## src/rtl/alu_seq_nslice.sv

```systemverilog
// alu_seq_nslice: nibble-serial ALU. One 4-bit slice of the 16-function,
// two-mode (logic/arithmetic) ALU is reused once per cycle. The carry between
// slices is kept in a register, so WIDTH bits take N = WIDTH/4 cycles.
//
// Handshakes (both ports): a transfer happens on a rising edge where valid and
// ready are both high. in_ready is high only in IDLE; out_valid is high only in
// DONE. While waiting for out_ready the result and flags do not change.
//
// Optional feature macro: ALU_SEQ_FLAGS_EN. When it is defined, the zero and
// ovf flags are computed. When it is undefined, both flags are tied to 0 and
// their logic is absent.
//
// The FSM state is kept in state_q (typedef state_t) so that checkers can bind to it.
module alu_seq_nslice #(
  parameter int WIDTH = 8
) (
  input  logic             clk,
  input  logic             rst_n,
  input  logic             in_valid,
  output logic             in_ready,
  input  logic [WIDTH-1:0] a,
  input  logic [WIDTH-1:0] b,
  input  logic [3:0]       s,
  input  logic             m,
  input  logic             cin,
  output logic             out_valid,
  input  logic             out_ready,
  output logic [WIDTH-1:0] f,
  output logic             cout,
  output logic             zero,
  output logic             ovf
);

  localparam int N  = WIDTH / 4;
  localparam int KW = (N > 1) ? $clog2(N) : 1;
  localparam logic [KW-1:0] K_LAST = KW'(N - 1);

  typedef enum logic [1:0] {
    IDLE = 2'd0,
    BUSY = 2'd1,
    DONE = 2'd2
  } state_t;

  state_t state_q, state_d;

  // Captured operation and slice-serial working state
  logic [WIDTH-1:0] a_q, b_q;
  logic [3:0]       s_q;
  logic             m_q;
  logic             carry_q;
  logic [KW-1:0]    k_q;
  logic [WIDTH-1:0] work_q, work_d;

  // Published result
  logic [WIDTH-1:0] f_q;
  logic             cout_q;

  // Current slice signals
  logic [3:0] sa, sb;
  logic [3:0] sx, sy;
  logic [4:0] sum5;
  logic [3:0] slice_f;
  logic       slice_cout;
  logic       last_slice;

  assign last_slice = (k_q == K_LAST);

  // Select the operand nibbles for slice k
  always_comb begin
    sa = 4'h0;
    sb = 4'h0;
    for (int i = 0; i < N; i++) begin
      if (k_q == KW'(i)) begin
        sa = a_q[4*i +: 4];
        sb = b_q[4*i +: 4];
      end
    end
  end

  // Arithmetic functions are written as x + y + carry. A "-1" term is 4'hF in
  // every slice. Because of this, rippling the carry through the slices gives
  // the full-width result.
  always_comb begin
    sx = sa;
    sy = 4'h0;
    case (s_q)
      4'h0: begin sx = sa;        sy = 4'h0;      end
      4'h1: begin sx = sa | sb;   sy = 4'h0;      end
      4'h2: begin sx = sa | ~sb;  sy = 4'h0;      end
      4'h3: begin sx = 4'hF;      sy = 4'h0;      end
      4'h4: begin sx = sa;        sy = sa & ~sb;  end
      4'h5: begin sx = sa | sb;   sy = sa & ~sb;  end
      4'h6: begin sx = sa;        sy = ~sb;       end
      4'h7: begin sx = sa & ~sb;  sy = 4'hF;      end
      4'h8: begin sx = sa;        sy = sa & sb;   end
      4'h9: begin sx = sa;        sy = sb;        end
      4'hA: begin sx = sa | ~sb;  sy = sa & sb;   end
      4'hB: begin sx = sa & sb;   sy = 4'hF;      end
      4'hC: begin sx = sa;        sy = sa;        end
      4'hD: begin sx = sa | sb;   sy = sa;        end
      4'hE: begin sx = sa | ~sb;  sy = sa;        end
      default: begin sx = sa;     sy = 4'hF;      end
    endcase
  end

  assign sum5 = {1'b0, sx} + {1'b0, sy} + {4'h0, carry_q};

  // Slice result: a logic function of the nibbles, or the arithmetic sum
  always_comb begin
    slice_f    = sum5[3:0];
    slice_cout = sum5[4];
    if (m_q) begin
      slice_cout = 1'b0;
      case (s_q)
        4'h0: slice_f = ~sa;
        4'h1: slice_f = ~(sa | sb);
        4'h2: slice_f = ~sa & sb;
        4'h3: slice_f = 4'h0;
        4'h4: slice_f = ~(sa & sb);
        4'h5: slice_f = ~sb;
        4'h6: slice_f = sa ^ sb;
        4'h7: slice_f = sa & ~sb;
        4'h8: slice_f = ~sa | sb;
        4'h9: slice_f = ~(sa ^ sb);
        4'hA: slice_f = sb;
        4'hB: slice_f = sa & sb;
        4'hC: slice_f = 4'hF;
        4'hD: slice_f = sa | ~sb;
        4'hE: slice_f = sa | sb;
        default: slice_f = sa;
      endcase
    end
  end

  // Merge the current slice into the partial result
  always_comb begin
    work_d = work_q;
    for (int i = 0; i < N; i++) begin
      if (k_q == KW'(i)) begin
        work_d[4*i +: 4] = slice_f;
      end
    end
  end

  // FSM state register
  always_ff @(posedge clk or negedge rst_n) begin
    if (!rst_n) begin
      state_q <= IDLE;
    end else begin
      state_q <= state_d;
    end
  end

  // FSM next-state logic
  always_comb begin
    state_d = state_q;
    case (state_q)
      IDLE:    if (in_valid)   state_d = BUSY;
      BUSY:    if (last_slice) state_d = DONE;
      DONE:    if (out_ready)  state_d = IDLE;
      default: state_d = IDLE;
    endcase
  end

  assign in_ready  = (state_q == IDLE);
  assign out_valid = (state_q == DONE);

  // Capture the operation, step through the slices, and publish on the last slice
  always_ff @(posedge clk or negedge rst_n) begin
    if (!rst_n) begin
      a_q     <= '0;
      b_q     <= '0;
      s_q     <= 4'h0;
      m_q     <= 1'b0;
      carry_q <= 1'b0;
      k_q     <= '0;
      work_q  <= '0;
      f_q     <= '0;
      cout_q  <= 1'b0;
    end else begin
      case (state_q)
        IDLE: begin
          if (in_valid) begin
            a_q     <= a;
            b_q     <= b;
            s_q     <= s;
            m_q     <= m;
            carry_q <= m ? 1'b0 : cin;
            k_q     <= '0;
          end
        end
        BUSY: begin
          work_q  <= work_d;
          carry_q <= slice_cout;
          k_q     <= last_slice ? '0 : k_q + 1'b1;
          if (last_slice) begin
            f_q    <= work_d;
            cout_q <= slice_cout;
          end
        end
        default: ;
      endcase
    end
  end

  assign f    = f_q;
  assign cout = cout_q;

`ifdef ALU_SEQ_FLAGS_EN
  logic zero_q, ovf_q;
  logic slice_c3;

  // The carry into the MSB of a slice is recovered from the sum bit:
  // c3 = x3 ^ y3 ^ sum3. In logic mode this value is forced to 0.
  assign slice_c3 = m_q ? 1'b0 : (sx[3] ^ sy[3] ^ sum5[3]);

  // Flags are computed from the complete result, on the edge that enters DONE
  always_ff @(posedge clk or negedge rst_n) begin
    if (!rst_n) begin
      zero_q <= 1'b0;
      ovf_q  <= 1'b0;
    end else if (state_q == BUSY && last_slice) begin
      zero_q <= (work_d == '0);
      ovf_q  <= slice_c3 ^ slice_cout;
    end
  end

  assign zero = zero_q;
  assign ovf  = ovf_q;
`else
  assign zero = 1'b0;
  assign ovf  = 1'b0;
`endif

endmodule
```

## config.mk

```make
export PLATFORM = sky130hd
export DESIGN_NAME = alu_seq_nslice
export DESIGN_NICKNAME = d
export VERILOG_FILES = /design/src/rtl/alu_seq_nslice.sv
export SDC_FILE = /design/constraint.sdc
export NUM_CORES = 1
export LEC_CHECK = 0
export ABC_AREA = 1
export CELL_PAD_IN_SITES_DETAIL_PLACEMENT = 1
export CELL_PAD_IN_SITES_GLOBAL_PLACEMENT = 1
export CORE_MARGIN = 3
export CORE_UTILIZATION = 39
export CTS_CLUSTER_DIAMETER = 30
export DETAILED_ROUTE_END_ITERATION = 8
export GPL_ROUTABILITY_DRIVEN = 0
export PLACE_DENSITY = 0.83
export SYNTH_ARGS = -nofsm -noshare
export SYNTH_HDL_FRONTEND = slang
export SYNTH_SLANG_ARGS = --single-unit
```

## constraint.sdc

```tcl
create_clock -name clk -period 3.3 [get_ports clk]
set_input_delay 0.33 -clock clk [delete_from_list [all_inputs] [get_ports clk]]
set_output_delay 0.33 -clock clk [all_outputs]
set_load 0.02 [all_outputs]
```

Yosys cells after proc, flatten, opt, wreduce, memory -nomap -nowiden. Cells that the tools add are included. Widths: inputs -> output; s select.

Bits of input ports: 26. Register bits: 42.

Mux-type cells: 19. $add $sub $neg: 3. Reductions and logical operators: 13. Bitwise logic cells: 12. Eq/ne operators: 19.

Operators by type and width (count): $pmux 4 s15 (1); $eq 4x4->1 const B (7); $pmux 4 s6 (1); $mux 4 (5); $not 4->4 (5); $pmux 4 s5 (1); $eq 4x3->1 const B (4); $and 4x4->4 (3); $or 4x4->4 (3); $reduce_or 3->1 (3); $eq 4x2->1 const B (2); $mux 2 (3); $pmux 2 s3 (1); $reduce_and 2->1 (3); $add 4x4->5 (1); $add 5x1->5 (1); $mux 1 (5); $eq 4x1->1 const B (1); $logic_not 4->1 (1); $ne 2x2->1 const B (2); $pmux 1 s2 (2); $reduce_or 2->1 (2); $reduce_or 4->1 (1); $xor 4x4->4 (1); other kinds (7) (7).

Logic depth before layout (Yosys ltp).
Depth after elaboration: 8. Gate-level depth with buffers: 19. Depth with buffers taken out: 19.

Worst setup path before layout. No wires, ideal clock.

Kind: reg2reg. From: reg k_q. To: reg work_q[1]. Data arrival time: 2.610 ns. Data required time: 3.235 ns. Setup slack: 0.625 ns. Period minus slack after synthesis: 2.675 ns. Stages on the path, launching flop included: 14. Cells stage by stage: dfrtp_1 > inv_1 > buf_2 > nand2_1 > nand2_1 > inv_1 > ha_1 > a2111oi_0 > fa_1 > fa_1 > or2_2 > nand2_1 > nand2_1 > nand2_1.

Longest elaborated chain between the ends: 8.

Ends and longest elaborated chain: from (decl) (line 51) `logic [KW-1:0] k_q;`; from (signal assigned) (line 195) `k_q <= last_slice ? '0 : k_q + 1'b1;`; $mux 4 (line 73) `if (k_q == KW'(i)) begin`; $not 4->4; $and 4x4->4 or $or 4x4->4 (tied branches); $pmux 4 s6 or $pmux 4 s5 (tied branches) (line 86) `case (s_q)`; $add 4x4->5 (line 106) `assign sum5 = {1'b0, sx} + {1'b0, sy} + {4'h0, carry_q};`; $add 5x1->5 (line 106); $mux 4 (line 112) `if (m_q) begin`; $mux 4 (*) (line 139) `if (k_q == KW'(i)) begin`; to (signal assigned) (line 193) `work_q <= work_d;`; to (decl) (line 52) `logic [WIDTH-1:0] work_q, work_d;`.

Mark *: on every way between the ends. The rest lies on a longest branch, timed or not. A chain may end at the register's enable or synchronous reset.

Final worst setup path.
From: reg k_q. To: reg cout_q, in the netlist cout.

Longest elaborated chain between the ends: 7.

Ends and longest elaborated chain: $mux 4 (line 73); $not 4->4; $and 4x4->4 or $or 4x4->4 (tied branches); $pmux 4 s6 or $pmux 4 s5 (tied branches) (line 86); $add 4x4->5 (line 106); $add 5x1->5 (line 106); $mux 1 (line 112); to (signal assigned) (line 198) `cout_q <= slice_cout;`; to (decl) (line 56) `logic cout_q;`.

Parallel ways exist; a longest one is shown, timed or not.

==> results.cfg <==
[sta]
slew_headroom = 0.4372
skew_ns = 0.005523
hold_viol = 0
post-route-period-util = 0.9116
fmax_ghz = 0.3324
finalSetupTns_ns = 0
setup_violations = 0
tightest_slew_ns = 0.8441
report.final.slew_viol_count = 0
finalCriticalPeriod_ns = 3.008

[layout]
regArea_um2 = 952.2
area_growth_pct = 22.57
num-nets-final = 565
diodes = 0
drive_gt1_frac = 0.06744
nFillCells = 986
fin_cells = 615
multiInputGateArea_um2 = 1704

[global_route]
grt_pass1_wl_um = 15530
track_usage = 0.2292
grt_max_degree = 39
overflow = 0
antenna_found_initial = 0
grt.met1_usage = 0.3022
first_global_vias = 3097
grt_busiest_layer = met2
grtUsageMet2 = 0.3994
use_met3 = 0.02600

[logic_synthesis]
synth_area_um2 = 2917
syn_inst = 466
synth_common_cells = nand2_1, nor2_1, inv_1
synth.distinct_cells = 28
synth_area_leaders = dfrtp_1, nand2_1, nor2_1
async_flop_share = 1.000
synth_top_area_frac = 0.3260
synth-main-ff-cell = dfrtp_1
synth.most_common_cell = nand2_1
synth-edff-count = 0
seq_area_frac_synth = 0.3260
avgSynthCellArea_um2 = 6.259
yosys_register_bits = 38
synth_top_cell_by_area = dfrtp_1
synth_warnings = 0

[floorplan]
initial_utilization = 0.4155
dieHeight_um = 92.48
rows = 30
io_pins = 39
die_w_um = 92.48
fp.dieArea_um2 = 8552
core_um2 = 7019

[setup_path]
r2r_end = cout
cp.required_ns = 3.50
crit_fanout = 7
rr_startpoint = k_q
worstSetupEndpointType = register
rrSetupSlack_ns = 0.29
start_kind = register
cp_data_arrival_time_ns = 3.21
reg2reg_depth = 14
critPathKind = reg2reg

[clock_tree]
cts_sinks = 38
cts_tree = done
clkTransAtPathRegs_ns = 0.08
cts-htree-levels = 2
cts_buffers = 5
root_buffer = clkbuf_8
clk_latency_ns = 0.29
cts_buffer_depth = 2
cts_hold_buf = 0

[min_path]
holdCritPathClass = in2async

[pwr]
power.switching_mw = 2.158
ir_drop_v = 0.0005139
clkPwrFrac = 0.082
power_density_nw_per_um2 = 1114
power_switching_share = 0.5420
leakage_nw = 1.940
pwr-share-comb = 0.705
internal_power_mw = 1.824
pwr-share-seq = 0.213

[route]
wl_um = 9492
avgViaCountPerCell = 5.046
remaining_drc_errors = 0
vias = 3103
drtIter0Drc = 177
wl_per_cell_um = 15.43
first_pass_iters = 4
ant_nets = 0

[place]
port_buffers = 36
placed_cells = 602
dp_hpwl_um = 7579

[job]
maxCapViolCount = 0

[run_status]
status = finished, final reports clean
==> cells by family (layout without fill, tap and decap cells) <==
family                     after synthesis  count (layout)  synth area share
and+or+nand+nor                        296             296            0.3994
adders and majority gates               21              21           0.09524
DFF                                     38              38            0.3260
other                                    1               2          0.001286
buffers and inverters                   70             122           0.09609
AOI/OAI and AO/OA                       40              40           0.08194
==> worst max-delay path by stage <==
stage | start | to | cells past startpoint
3_3_place_gp | k_q | f[5] | 12
5_1_grt | k_q | cout | 14
4_1_cts | k_q | f[5] | 12
3_5_place_dp | k_q | f[5] | 12
2_1_floorplan | k_q | work_q[1] | 13
6_report | k_q | cout | 14
==> cell type report <==
type                    instances  share of cell area
clock buffers                   6             0.02030
repair buffers                 53              0.1351
multi-input cells             359              0.4767
flip-flops and latches         38              0.2664
inverters                      61             0.06405
clock inverters                 2            0.003850
well taps                      96             0.03360
==> worst max-delay path, cell delays in order (launching register included) <==
cell     delay (ns)
dfrtp_2        0.41
buf_4          0.16
nand2_1        0.06
nand2_1        0.16
inv_1          0.12
ha_1           0.21
o21ai_0        0.22
nor4_2         0.08
fa_1           0.46
fa_1           0.38
inv_1          0.10
nand3_1        0.08
a21oi_1        0.18
inv_1          0.10
o21ai_0        0.19
==> timing repair <==
item	CTS	global route
endpoints found under the setup margin	0	8
resized for setup	0	6
setup buffers	0	5
==> metal layers <==
layer / up-vias / share of wire / routed length (um)
met5: - / 0 / 0
met4: 0 / 0.017 / 161
met3: 19 / 0.033 / 316
met2: 77 / 0.49 / 4616
met1: 1484 / 0.46 / 4397
li1: 1523 / - / -
==> sequential cells by signal (all words and copies together) (netlist names) <==
register / cells
k_q: 1
carry_q: 1
s_q: 4
b_q: 8
state_q: 2
a_q: 8
cout: 1
work_q: 4
f: 8
m_q: 1
==> stage by stage <==
stage / total power [mW] / setup WS (ns) / hold WS [ns] / area (um^2) / utilization
6_report: 3.983 / 0.2917 / 0.1335 / 3575 / 0.5093
5_1_grt: 4.431 / -0.001867 / 0.2035 / 3575 / 0.5093
4_1_cts: 3.913 / 0.1161 / 0.1660 / 3521 / 0.5016
3_5_place_dp: 3.562 / 0.1676 / 0.4625 / 3435 / 0.4893
3_3_place_gp: 3.471 / 0.2573 / 0.4562 / 3435 / 0.4893
2_1_floorplan: 2.661 / 0.6251 / 0.03441 / 2920 / -
==> placed cells by master (no fill, tap or decap), drive strengths merged, types with 6 or more instances in the layout <==
master and instances:
nand2 197, dfrtp 38, clkbuf 6, a22oi 6, nor2 74, a21oi 13
inv 60, clkdlybuf4s50 35, buf 18, o21ai 12, nand3 13, ha 19
==> power by group through the flow <==
stage	clock network, mW	logic (mW)	registers [mW]
4_1_cts	0.333	2.73	0.848
6_report	0.325	2.81	0.850
5_1_grt	0.354	3.19	0.883
3_5_place_dp	0	2.71	0.854
2_1_floorplan	0	1.80	0.861
3_3_place_gp	0	2.62	0.847
Note: power is estimated with default switching activity, not from simulation.
